`src/rtl/conv_out_pool.sv`:
```
// 2:1 max-pool, ReLU and round-and-shift requantize of the conv y stream to OUT_W bits.
// Pairs never straddle a frame; an odd frame's final sample is pooled alone.
module conv_out_pool #(
    parameter int IN_W      = 21,
    parameter int OUT_W     = 8,
    parameter int FRAME_LEN = 97,
    parameter int SHIFT     = 11
) (
    input  logic                    clk,
    input  logic                    reset,
    input  logic signed [IN_W-1:0]  s_data_in_y,
    input  logic                    s_valid_y,
    output logic                    s_ready_y,
    output logic signed [OUT_W-1:0] m_data_out_z,
    output logic                    m_valid_z,
    input  logic                    m_ready_z
);

    localparam int CNT_W = (FRAME_LEN > 1) ? $clog2(FRAME_LEN) : 1;
    localparam int INT_W = IN_W + 1;
    localparam logic [CNT_W-1:0]        LAST_IDX = CNT_W'(FRAME_LEN - 1);
    localparam logic signed [INT_W-1:0] ROUND    = INT_W'(2 ** (SHIFT - 1));
    localparam logic signed [INT_W-1:0] OUT_MAX  = INT_W'(2 ** (OUT_W - 1) - 1);

    typedef enum logic {
        EMPTY,
        HAVE_FIRST
    } state_t;

    state_t                   state_reg, state_next;
    logic [CNT_W-1:0]         in_cnt_reg, in_cnt_next;
    logic signed [IN_W-1:0]   pair_reg, pair_next;
    logic signed [OUT_W-1:0]  out_reg, out_next;
    logic                     valid_reg, valid_next;

    logic                     completing_slot;
    logic                     accept;
    logic                     complete;
    logic signed [INT_W-1:0]  sample_ext;
    logic signed [INT_W-1:0]  pair_ext;
    logic signed [INT_W-1:0]  max_val;
    logic signed [INT_W-1:0]  relu_val;
    logic signed [INT_W-1:0]  rounded;
    logic signed [INT_W-1:0]  quot;
    logic signed [OUT_W-1:0]  out_val;

    // Ready only drops on a slot that would produce an output while one is still unread.
    assign completing_slot = (state_reg == HAVE_FIRST) || (in_cnt_reg == LAST_IDX);
    assign s_ready_y       = !completing_slot || !valid_reg || m_ready_z;
    assign accept          = s_valid_y && s_ready_y;
    assign complete        = accept && completing_slot;

    assign m_data_out_z = out_reg;
    assign m_valid_z    = valid_reg;

    always_comb begin
        sample_ext = {s_data_in_y[IN_W-1], s_data_in_y};
        pair_ext   = {pair_reg[IN_W-1], pair_reg};
        max_val    = ((state_reg == HAVE_FIRST) && (pair_ext > sample_ext)) ? pair_ext : sample_ext;
        relu_val   = max_val[INT_W-1] ? '0 : max_val;
        rounded    = relu_val + ROUND;
        quot       = rounded >>> SHIFT;
        out_val    = (quot > OUT_MAX) ? OUT_MAX[OUT_W-1:0] : quot[OUT_W-1:0];
    end

    always_comb begin
        state_next  = state_reg;
        in_cnt_next = in_cnt_reg;
        pair_next   = pair_reg;
        out_next    = out_reg;
        valid_next  = valid_reg;

        if (accept) begin
            in_cnt_next = (in_cnt_reg == LAST_IDX) ? '0 : in_cnt_reg + CNT_W'(1);
            if (completing_slot) begin
                state_next = EMPTY;
            end else begin
                state_next = HAVE_FIRST;
                pair_next  = s_data_in_y;
            end
        end

        // A load in the same cycle as a drain keeps valid high with the new value.
        if (complete) begin
            out_next   = out_val;
            valid_next = 1'b1;
        end else if (m_ready_z) begin
            valid_next = 1'b0;
        end
    end

    always_ff @(posedge clk or negedge reset) begin
        if (!reset) begin
            state_reg  <= EMPTY;
            in_cnt_reg <= '0;
            pair_reg   <= '0;
            out_reg    <= '0;
            valid_reg  <= 1'b0;
        end else begin
            state_reg  <= state_next;
            in_cnt_reg <= in_cnt_next;
            pair_reg   <= pair_next;
            out_reg    <= out_next;
            valid_reg  <= valid_next;
        end
    end

endmodule

```
`config.mk`:
```
export PLATFORM = sky130hd
export DESIGN_NAME = conv_out_pool
export DESIGN_NICKNAME = d
export VERILOG_FILES = /design/src/rtl/conv_out_pool.sv
export SDC_FILE = /design/constraint.sdc
export NUM_CORES = 1
export LEC_CHECK = 0
export BUFFER_PORTS_ARGS = -buffer_cell sky130_fd_sc_hd__buf_2
export CAP_MARGIN = 20
export CORE_AREA = 2 2 94 96
export CTS_BUF_LIST = sky130_fd_sc_hd__clkbuf_4
export DETAILED_ROUTE_END_ITERATION = 8
export DIE_AREA = 0 0 96 98
export GPL_ROUTABILITY_DRIVEN = 1
export HOLD_SLACK_MARGIN = 0.1
export PLACE_DENSITY = 0.54
export SYNTH_ARGS = -nofsm -noshare
export SYNTH_HDL_FRONTEND = slang
export SYNTH_SLANG_ARGS = --single-unit
```
`constraint.sdc`:
```
create_clock -name clk -period 6.6 [get_ports clk]
set_input_delay 0.66 -clock clk [delete_from_list [all_inputs] [get_ports clk]]
set_output_delay 0.66 -clock clk [all_outputs]
set_load 0.02 [all_outputs]
```
# Word-level counts from Yosys, hierarchy flattened
# Cells that the tools add are included.
# classes
n_lt_le_gt_ge,2
n_addsub,2
shifts,0
mux,7
n_mul,0
bitwise_logic,1
n_reduce_logical,10
div,0
eq_ne,1
# ops
cell,count
$add A21 B11 Y22 const B,1
$mux W22,1
$gt A21 B21 Y1,1
$mux W21,1
$gt A11 B8 Y1 const B,1
$mux W8,1
$add A7 B1 Y7 const B,1
$eq A7 B7 Y1 const B,1
$mux W7,1
$logic_and A1 B1 Y1,3
$logic_or A1 B1 Y1,3
$mux W1,3
$logic_not A1 Y1,2
$reduce_and A2 Y1,1
$reduce_bool A2 Y1,1
$not A1 Y1,1
# word_totals
memories,0
output_inout_bits,10
ram_bits,0
mem_bits_ro,0
wordCells,28
latchBits,0
regBits,38
in_bits,25

# Longest topological paths before layout
# Gate-level depths: netlist of the first run.
# logic_depth
ltp_word,8
depth_mapped,19

# Worst setup path after synthesis of the first run
# OpenSTA, ideal clock, no wires.
# synth_timing
path_type,input to register
start,input s_data_in_y[20]
end,register out_reg[6] (netlist: m_data_out_z[6])
required_ps,6474
path_slack_ps,2640
stages,19
arrival_ps,3834
cell_sequence,inv_1 ha_1 nand4_2 nor4_2 o21ai_1 nand4_1 nand3_4 buf_2 nor3b_1 a31o_2 ha_1 nand3_1 nor3_1 nand3_1 o21ai_1 a21oi_1 nor2_2 mux2i_4 o32a_1
# synth_via
elab_chain_cells,7
# synth_lines
element,line_no,source
"start, declared",11,"input logic signed [IN_W-1:0] s_data_in_y,"
$gt A21 B21 Y1,59,max_val = ((state_reg == HAVE_FIRST) && (pair_ext > sample_ext)) ? pair_ext : sample_ext;
$logic_and A1 B1 Y1,59,
$mux W22 (*),59,
$mux W21 (*),60,relu_val = max_val[INT_W-1] ? '0 : max_val;
$add A21 B11 Y22 (*),61,rounded = relu_val + ROUND;
$gt A11 B8 Y1,63,out_val = (quot > OUT_MAX) ? OUT_MAX[OUT_W-1:0] : quot[OUT_W-1:0];
$mux W8 (*),63,
"end signal, assigned",103,out_reg <= out_next;
"end, declared",33,"logic signed [OUT_W-1:0] out_reg, out_next;"
# Mark *: on every way between the ends. The rest lies on a longest branch, timed or not.
# A chain may end at the register's enable or synchronous reset.

# Worst setup path after layout of the first run
# layout_timing
start,register pair_reg[20]
end,register out_reg[6] (netlist: m_data_out_z[6])
# layout_via
elab_chain_cells,7
# layout_lines
element,line_no,source
"start, declared",32,"logic signed [IN_W-1:0] pair_reg, pair_next;"
"start signal, assigned",102,pair_reg <= pair_next;
$gt A21 B21 Y1,59,
$logic_and A1 B1 Y1,59,
$mux W22 (*),59,
$mux W21 (*),60,
$add A21 B11 Y22 (*),61,
$gt A11 B8 Y1,63,
$mux W8 (*),63,
# Marked as above.

==> run metrics, run 1 <==
status=finished clean; vias in the first global route=about 1900; Synth cell types=44; WS Path Type=flip-flop to flip-flop; layout cells sized above 1=18.8%; first-pass GRT wire length=between 9 and 10 mm; root buf cell=clkbuf_4; Worst-Skew Late Latency=0.35 ns; Max Clock Skew=0.0138 ns; Detailed Route Iter0 Violations=71; Filler cells=896; io pins=35; FMAX=237 MHz; Syn Nets=321; final-stage net count=between 300 and 400; Overflow after GRT=0; crit end category=flip-flop; area taken by flip-flops and latches=951 µm²; number of flops mapped to enable cells by yosys=0; initial antenna violation count=0; Placed Cells=407; largest net degree at the start of global routing=43; Detail Route Antenna Nets=0; RSZ-0062 raised after global routing=no; worst slew pin tran=0.880 ns; setup ws final=~2.4 ns; post-CTS setup buffer count=0; DRT Pass-1 Iters=4; Finished Layout Cells=416; sequential area share after synthesis=38.9%; VDD IR max=0.103 mV; Reg clk slew, reported paths=0.14 ns; Post-DP Area=between 0.002 and 0.003 mm²; antenna cells=0; maxcap violations=0; final instance area=0.00285 mm²; Detailed Route WL=5.37 mm; global-route usage over all layers=approximately an eighth; Startpoint Class=flip-flop; final design utilization=33.7%; multi-input logic area=between 0.001 and 0.0015 mm²; critical path arrival=roughly 4.5 ns; die height=98 µm; Vias/cell=4.78; Die Wd=96 µm; Area Overhead vs Synth=16.7%; Total Neg Setup Slack=0 ns; Mean Syn Cell Area=8.98 µm²; H-tree Lvls=2; final setup violating endpoints=0; CTS Hold Bufs=0; Synth Flop Type=dfrtp_1; Hold Fails Final Rpt=0; DP Worst Slack=between 2 and 2.5 ns; CTS tree=done; die area=0.00941 mm²; Req. time, crit path=6.86 ns; number of synthesis warnings=0; DR WL/cell=12.9 µm; IO Port Bufs=34; routability cong.=0.831; Sink Count=38; core box area=0.00847 mm²; Slew Limit Fails=0; Tmin final=4.22 ns; cts bufs inserted=5; row count=34; Max clock buf depth=2; DRC=0; synthesized flop and latch total=38; worst slew slack as a fraction of its limit=between 40% and 50%; Resized Gates After CTS=0; Initial Util=roughly 29%; cells after synthesis=272; maximum fanout along the worst path=15; via count=1987; post-detail-place hpwl=4.09 mm; Hold WC Path Type=input port to async pin; Leakage=0.00134 µW; async set or reset register ratio after synthesis=100%; Mapped Area=0.00244 mm²; power per cell area=between 300 and 400 mW/mm²; period utilization=64.0%; max reg flops=21
## where the power goes
part / leakage (µW) / total (µW) / switching (µW) / internal [µW]
Sequential: 0.000456 / 411 / 87.5 / 323
Combinational: 0.000826 / 405 / 223 / 182
Clock: 0.0000528 / 201 / 84.5 / 117
Total: 0.00134 / 1020 / 395 / 622
## routing by layer
layer | vias to the layer above | global-route usage (%) | part of all wire (%)
met4 | 0 | 4.07 | 1.9
met1 | 913 | 17.0 | 50
met3 | 9 | 2.31 | 4.5
li1 | 1020 | - | -
met5 | - | 0 | 0
met2 | 45 | 18.4 | 43
## synth_stat cells, types with 2 or more instances
master,n,area [µm²]
dfrtp_1,38,951
nand2_1,37,139
o21ai_0,34,170
inv_1,25,93.8
ha_1,24,300
a21oi_1,12,60.1
nand3_1,12,60.1
nor2_1,7,26.3
o31ai_1,7,52.6
xnor2_1,7,61.3
clkbuf_1,6,22.5
nand4_1,6,37.5
o22a_1,6,52.6
nand2b_1,4,25.0
xor2_1,4,35.0
nor2b_1,3,18.8
nor3_1,3,15.0
or2_2,3,18.8
and2b_1,2,15.0
and3_1,2,12.5
buf_2,2,10.0
mux2_2,2,22.5
mux2i_1,2,20.0
nor2_2,2,12.5
nor3b_1,2,15.0
o21ai_1,2,10.0
## cell usage in the layout, fill, tap and decap left out, types with 3 or more instances in the layout
cell      netlist  routed
inv_1          25      25
ha_1           24      24
xnor2_1         7       7
nor2_1          7       7
buf_2           2      34
o21ai_0        34      34
o31ai_1         7       7
nand2b_1        4       4
nand3_1        12      12
nand4_1         6       6
or2_2           3       3
o22a_1          6       6
nor2b_1         3       3
clkbuf_4        0       5
a21oi_1        12      12
nand2_1        37      37
nor3_1          3       3
dfrtp_1        38      38
xor2_1          4       4
## final timing paths
check                              start         endpoint  slack (ns)  depth (start not counted)
max in group asynchronous          reset     pair_reg[10]        5.63                          1
min reg2reg                in_cnt_reg[6]    in_cnt_reg[6]        0.49                          1
max reg2reg                 pair_reg[20]  m_data_out_z[6]        2.38                         17
min in group clk           in_cnt_reg[6]    in_cnt_reg[6]        0.49                          1
max                         pair_reg[20]  m_data_out_z[6]        2.38                         17
min                                reset    in_cnt_reg[5]        0.41                          1
## area by class of cell
class                           count  area share (%)
Timing Repair Buffer               36            7.19
Inverter                           25            3.29
Clock buffer                        5            1.32
Tap cell                          108            4.74
Sequential cell                    38            33.3
Clock inverter                      3            2.24
Multi-Input combinational cell    201            47.9
## through the flow
step | power (µW) | hold WS [ns]
2_1_floorplan | 702 | 0.364
3_3_place_gp | 808 | 0.467
3_5_place_dp | 817 | 0.475
4_1_cts | 1020 | 0.433
5_1_grt | 1110 | 0.463
6_report | 1020 | 0.406
## cells by family after synthesis
kind of cell	synth area share, %
flops	38.9
xor+xnor	3.94
fa+ha+maj	12.3
mux	3.12
simple gates	20.0
compound gates	16.5
buf+inv	5.17
## critical path: stages, from the launching register on
cell and delay (ns):
dfrtp_1 0.55, ha_1 0.44, nand4_2 0.18, nor4_2 0.28
o21ai_1 0.14, nand4_1 0.16, nand3_4 0.21, nor3b_1 0.35
a31o_2 0.17, ha_1 0.24, nand3_1 0.14, nor3_1 0.30
nand3_1 0.14, o21ai_1 0.13, a21oi_1 0.09, nor2_2 0.15
mux2i_4 0.12, o32a_1 0.35
Note: power is estimated with default switching activity, not from simulation.
==> run 2: changes to the inputs <==
==> config.mk (replaced) <==
export PLATFORM = sky130hd
export DESIGN_NAME = conv_out_pool
export DESIGN_NICKNAME = d
export VERILOG_FILES = /design/src/rtl/conv_out_pool.sv
export SDC_FILE = /design/constraint.sdc
export NUM_CORES = 1
export LEC_CHECK = 0
export ABC_AREA = 1
export BUFFER_PORTS_ARGS = -buffer_cell sky130_fd_sc_hd__buf_2
export CAP_MARGIN = 20
export CORE_AREA = 2 2 97 99
export CTS_BUF_LIST = sky130_fd_sc_hd__clkbuf_4
export DETAILED_ROUTE_END_ITERATION = 8
export DIE_AREA = 0 0 99 101
export GPL_ROUTABILITY_DRIVEN = 1
export HOLD_SLACK_MARGIN = 0.1
export PLACE_DENSITY = 0.55
export SYNTH_ARGS = -nofsm -noshare
export SYNTH_HDL_FRONTEND = slang
export SYNTH_SLANG_ARGS = --single-unit
==> constraint.sdc (replaced) <==
create_clock -name clk -period 3.95 [get_ports clk]
set_input_delay 0.395 -clock clk [delete_from_list [all_inputs] [get_ports clk]]
set_output_delay 0.395 -clock clk [all_outputs]
set_load 0.02 [all_outputs]
==> run 2 against run 1 <==
Against the previous run: fmax up 28%; non-clock buffer count fell by 2; synthesized cell count increased by 39%; first-iteration DRC count grew 15%; worst setup slack worse by 1.7 ns; global-route usage hardly changed; core utilization decreased by 0.57 points; sequential power increased by 58%; wire length rose by 3.7%; final cell count grew 26%; power grew 71%; clock skew about the same.
==> run metrics, run 2 <==
status=finished clean; via count=2268; sequential fraction of design power=between 30 and 40%; root buf cell=clkbuf_4; most common cell in the synthesized netlist=nand2_1; worst slew slack as a fraction of its limit=just over 40%; die height=101 µm; internal power=between 900 and 1000 µW; final setup violating endpoints=0; FMAX=304 MHz; grt met3 use=between 2 and 2.5%; cts bufs inserted=5; DRT Pass-1 Iters=4; layout cells sized above 1=15.5%; Detailed Route WL=around 5.6 mm; Commonest cells post-synth=nand2_1, inv_1, dfrtp_1; vias in the first global route=2060; post-detail-place hpwl=4.40 mm; Filler cells=960; synthesized flop and latch total=38; CTS tree=done; max reg flops=21; GRT busiest layer=met2; power per cell area=585 mW/mm²; async set or reset register ratio after synthesis=100%; maximum fanout along the worst path=16; H-tree Lvls=2; Overflow after GRT=0; Req. time, crit path=between 4 and 5 ns; final-stage net count=461; combinational share of power=50.8%; DP Worst Slack=0.451 ns; Sink Count=38; Mapped Area=0.00265 mm²; sequential area share after synthesis=35.9%; Initial Util=around 30%; DR WL/cell=10.6 µm; Synth cell types=27; Max Clock Skew=~0.013 ns; Synth area leaders=dfrtp_1, nand2_1, ha_1, inv_1, nand3_1; CTS Hold Bufs=0; met1 track utilization from global routing=roughly 16%; initial antenna violation count=0; most frequent cells in the layout=nand2_1, inv_1, dfrtp_1, buf_2, nand3_1; WS Path Type=flip-flop to flip-flop; area share of the largest cell type after synthesis=a little over a third; RSZ-0062 raised after global routing=no; Syn Nets=roughly 430; Tmin final=3.29 ns; leading area contributor after synthesis=dfrtp_1; DRC=0; Hold Fails Final Rpt=0; Worst-Skew Late Latency=approximately 0.35 ns; largest net degree at the start of global routing=39; most common cell after layout, fill and taps aside=nand2_1; setup ws final=0.658 ns; Startpoint Class=flip-flop; NetSw=800 µW; Total Neg Setup Slack=0 ns; number of synthesis warnings=0; worst slew pin tran=0.880 ns; switching part of the total=46.0%; Detailed Route Iter0 Violations=82; first-pass GRT wire length=9.69 mm; Leakage=0.00169 µW; global-route usage over all layers=12.1%; row count=35; Max clock buf depth=2; Vias/cell=approximately 4.3; period utilization=83.3%; M2 GR Usage=19.4%; Detail Route Antenna Nets=0; number of flops mapped to enable cells by yosys=0; critical path arrival=3.54 ns; Resized Gates After CTS=0; Hold WC Path Type=input port to async pin; io pins=35; post-CTS setup buffer count=0; Synth Flop Type=dfrtp_1; IO Port Bufs=34; maxcap violations=0; crit end category=flip-flop; Mean Syn Cell Area=7.03 µm²; clock power share=11.9%; Die Wd=approximately 99 µm; die area=0.0100 mm²; routability cong.=0.840; VDD IR max=0.182 mV; core box area=0.00898 mm²; Reg clk slew, reported paths=0.12 ns; cells after synthesis=between 300 and 400; Area Overhead vs Synth=12.3%; antenna cells=0; Slew Limit Fails=0
-- run 2: changes by cell type in the layout (fill, tap and decap cells not counted), sizes merged, moves of 6 or more --
cell,change
xnor2,-7
o22a,-6
nand3,+16
nand2,+80
nor2,+15
o31ai,-7
o21ai,-7
inv,+47
-- run 2: path summary, 6_finish.rpt --
check | startpoint | to | slack [ns] | cells past startpoint
setup / recovery | pair_reg[20] | m_data_out_z[0] | 0.66 | 19
hold / removal | reset | pair_reg[7] | 0.15 | 1
setup reg to reg | pair_reg[20] | m_data_out_z[0] | 0.66 | 19
hold reg to reg | m_data_out_z[7] | m_data_out_z[7] | 0.48 | 2
max in group asynchronous | reset | m_data_out_z[2] | 3.24 | 1
min in group clk | s_data_in_y[0] | pair_reg[0] | 0.27 | 3
-- run 2: cells by family after synthesis --
family / share of synthesized area (%)
AOI/OAI and AO/OA: 9.45
adders and majority gates: 11.3
buffers and inverters: 11.6
DFF: 35.9
and+or+nand+nor: 31.7
-- run 2: power groups by stage --
stage / Sequential, µW / Combinational [µW] / Clock, µW
after global placement: 654 / 883 / 0
after floorplan: 683 / 666 / 0
after CTS: 650 / 900 / 220
after detailed placement: 658 / 895 / 0
after global routing: 672 / 1040 / 239
final: 648 / 884 / 207
-- run 2: worst max-delay path: stages (launching register included) --
cell     delay [ns]
dfrtp_1        0.40
ha_1           0.34
nand2_1        0.10
nor2_2         0.17
nand2_1        0.10
nor3_2         0.16
a31oi_2        0.24
nand2_4        0.23
nand2_2        0.07
nand2_2        0.20
inv_1          0.10
a21oi_2        0.18
ha_1           0.23
nand4_1        0.15
nor2_2         0.15
nand2_1        0.07
nand2_2        0.11
nand3_1        0.09
nand2_1        0.06
inv_1          0.03
-- run 2: routing by layer --
layer,wire length (µm),vias up
li1,-,1252
met3,176,7
met4,74,0
met5,0,-
met2,2480,35
met1,2830,974
-- run 2: per-stage QoR --
stage                     cells  hold slack, ns  utilization, %  cell area [µm²]  power, µW
final                       524           0.145            33.1             2970       1740
after global routing        524           0.234            33.1             2970       1950
after CTS                   524           0.194            33.1             2970       1770
after detailed placement    516           0.461            32.5             2920       1550
after global placement      516           0.444            32.5             2920       1540
after floorplan             377          0.0994               -             2650       1350
-- run 2: cell type report --
| class | count | area (µm²) | share of cell area [%] |
|---|---|---|---|
| Sequential cell | 38 | 951 | 32.0 |
| Clock inverter | 2 | 8.76 | 0.294 |
| Multi-Input combinational cell | 261 | 1390 | 46.7 |
| Inverter | 72 | 270 | 9.09 |
| Timing Repair Buffer | 34 | 170 | 5.72 |
| Tap cell | 111 | 139 | 4.67 |
| Clock buffer | 6 | 45.0 | 1.51 |
==> run 3: changes to the inputs <==
==> constraint.sdc (replaced) <==
create_clock -name clk -period 3.25 [get_ports clk]
set_input_delay 0.325 -clock clk [delete_from_list [all_inputs] [get_ports clk]]
set_output_delay 0.325 -clock clk [all_outputs]
set_load 0.02 [all_outputs]
==> run 3 against run 2 <==
Against the previous run: sequential share of layout area is 1.0 points lower; via count grew 4.1%; critical path type unchanged; die area did not move; count of clock-buffer cells in the layout shrank 1; clock skew increased by 0.0068 ns; highest routed layer unchanged; sequential power increased by 22%; fmax rose by 13%; largest power group unchanged; wire length increased by 3.6%; hold slack got worse by 0.061 ns; final cell count is 1.7% higher; power increased by 28%.
==> run metrics, run 3 (synthesis gave the netlist of run 2 again) <==
root buf cell=clkbuf_4; first-pass GRT wire length=between 9 and 10 mm; vias in the first global route=2110; CTS tree=done; Vias/cell=4.43; row count=35; Worst-Skew Late Latency=0.35 ns; H-tree Lvls=2; DRT Pass-1 Iters=4; final-stage net count=470; final instance area=0.00307 mm²; cts bufs inserted=5; maximum fanout along the worst path=9; Detailed Route WL=5.77 mm; critical-path cell list=ha_4, nand2_1, nor2_4, nand2_1, nor2_1, nand2_1, nand3_1, nand2_1, nand2_4, nand3_1, nand2_4, inv_1, a21oi_2, ha_2, inv_1, nor2_1, nand3_1, a21oi_1, nand3_1, nand2_1, inv_1; Critical Path Stages=21; CP dominant cell by count=nand2_1; worst slew slack as a fraction of its limit=39.7%; Area Overhead vs Synth=16.0%; post-detail-place hpwl=between 4 and 5 mm; CP max stage delay=~0.43 ns; worst slew pin tran=0.905 ns; Critical-path top delay cell=dfrtp_1; global-route usage over all layers=12.1%; status=finished clean; R2R cell count=21; Slew Limit Fails=0; IO Port Bufs=34; max reg flops=21; die height=101 µm; critical path's top delay family=simple AND/OR/NAND/NOR gates; period utilization=89.8%; Reg clk slew, reported paths=0.14 ns; RSZ-0062 raised after global routing=no; crit end category=flip-flop; FMAX=between 300 and 400 MHz; Die Wd=99 µm; most frequent cells in the layout=nand2_1, inv_1, dfrtp_1, buf_2, nand3_1; Startpoint Class=flip-flop; Worst Path Buf+Inv=3; most common cell after layout, fill and taps aside=nand2_1; WS Path Type=flip-flop to flip-flop; Initial Util=29.5%; switching part of the total=46.1%; via count=between 2000 and 2500; maxcap violations=0; critical path arrival=3.19 ns; Leakage=0.00172 µW; Post-DP Area=0.00296 mm²; internal power=between 1000 and 1500 µW; Max clock buf depth=2; routability cong.=roughly 0.84; Hold WC Path Type=input port to async pin; initial antenna violation count=0; Overflow after GRT=0; power per cell area=roughly 720 mW/mm²; largest net degree at the start of global routing=39; final total power=about 2200 µW; VDD IR max=0.288 mV; clock power share=11.4%; antenna cells=0; die area=around 0.010 mm²; Hold Fails Final Rpt=0; Max Clock Skew=0.0201 ns; io pins=35; NetSw=1020 µW; core box area=0.00898 mm²; Tmin final=2.92 ns; sequential fraction of design power=35.7%; Req. time, crit path=about 3.5 ns; combinational share of power=52.8%; Detail Route Antenna Nets=0; layout cells sized above 1=around 18%; Sink Count=38; DRC=0; Detailed Route Iter0 Violations=64; Filler cells=968; DR WL/cell=roughly 11 µm; final setup violating endpoints=0
run 3: power by group through the flow:
stage | registers, µW | logic [µW] | clock network, µW
after CTS | 791 | 1120 | 270
final | 793 | 1170 | 253
after global placement | 794 | 1110 | 0
after floorplan | 830 | 810 | 0
after detailed placement | 799 | 1120 | 0
after global routing | 819 | 1370 | 289
run 3: what timing repair did:
item / CTS / global route
setup endpoints to repair: 0 / 7
hold buffers: 0 / 0
setup buffers: 0 / 4
resized for setup: 0 / 6
run 3: metal layers:
| layer | track usage [%] | wire length (µm) | vias to the layer above |
|---|---|---|---|
| met4 | 4.21 | 108 | 0 |
| met3 | 2.50 | 203 | 9 |
| met5 | 0 | 0 | - |
| met2 | 18.9 | 2490 | 46 |
| met1 | 16.8 | 2970 | 1039 |
| li1 | - | - | 1267 |
run 3: worst reg2reg max path, delay by kind of cell, from the launching register on:
| kind | cells | cell delay [ns] |
|---|---|---|
| flip-flops | 1 | 0.43 |
| AND/OR/NAND/NOR | 14 | 1.41 |
| adder cells (fa/ha/maj) | 2 | 0.52 |
| buffers and inverters | 3 | 0.16 |
| AO/OA/AOI/OAI | 2 | 0.31 |
run 3: stage by stage:
| step | utilization, % | std cells | setup slack [ns] | setup TNS (ns) | hold WS (ns) |
|---|---|---|---|---|---|
| finish | 34.2 | 533 | 0.331 | 0 | 0.0845 |
| global route | 34.2 | 533 | 0.0118 | 0 | 0.141 |
| CTS | 33.5 | 529 | 0.135 | 0 | 0.114 |
| detailed placement | 32.9 | 521 | -0.00967 | -0.0313 | 0.455 |
| global placement | 32.9 | 521 | 0.0633 | 0 | 0.449 |
| floorplan | - | 377 | 0.485 | 0 | 0.0294 |
run 3: path summary, 6_finish.rpt:
check                                  end             from  slack, ns
setup / recovery           m_data_out_z[5]     pair_reg[20]       0.33
hold / removal                pair_reg[12]            reset       0.08
setup reg to reg           m_data_out_z[5]     pair_reg[20]       0.33
hold reg to reg            m_data_out_z[7]  m_data_out_z[7]       0.48
max in group asynchronous     pair_reg[20]            reset       2.59
min in group clk               pair_reg[0]   s_data_in_y[0]       0.20
run 3: final cells by class:
class	instances	area, µm²	share of cell area, %
Timing Repair Buffer	43	238	7.74
Inverter	72	270	8.79
Sequential cell	38	951	30.9
Multi-Input combinational cell	261	1420	46.3
Tap cell	111	139	4.52
Clock inverter	3	16.3	0.529
Clock buffer	5	37.5	1.22
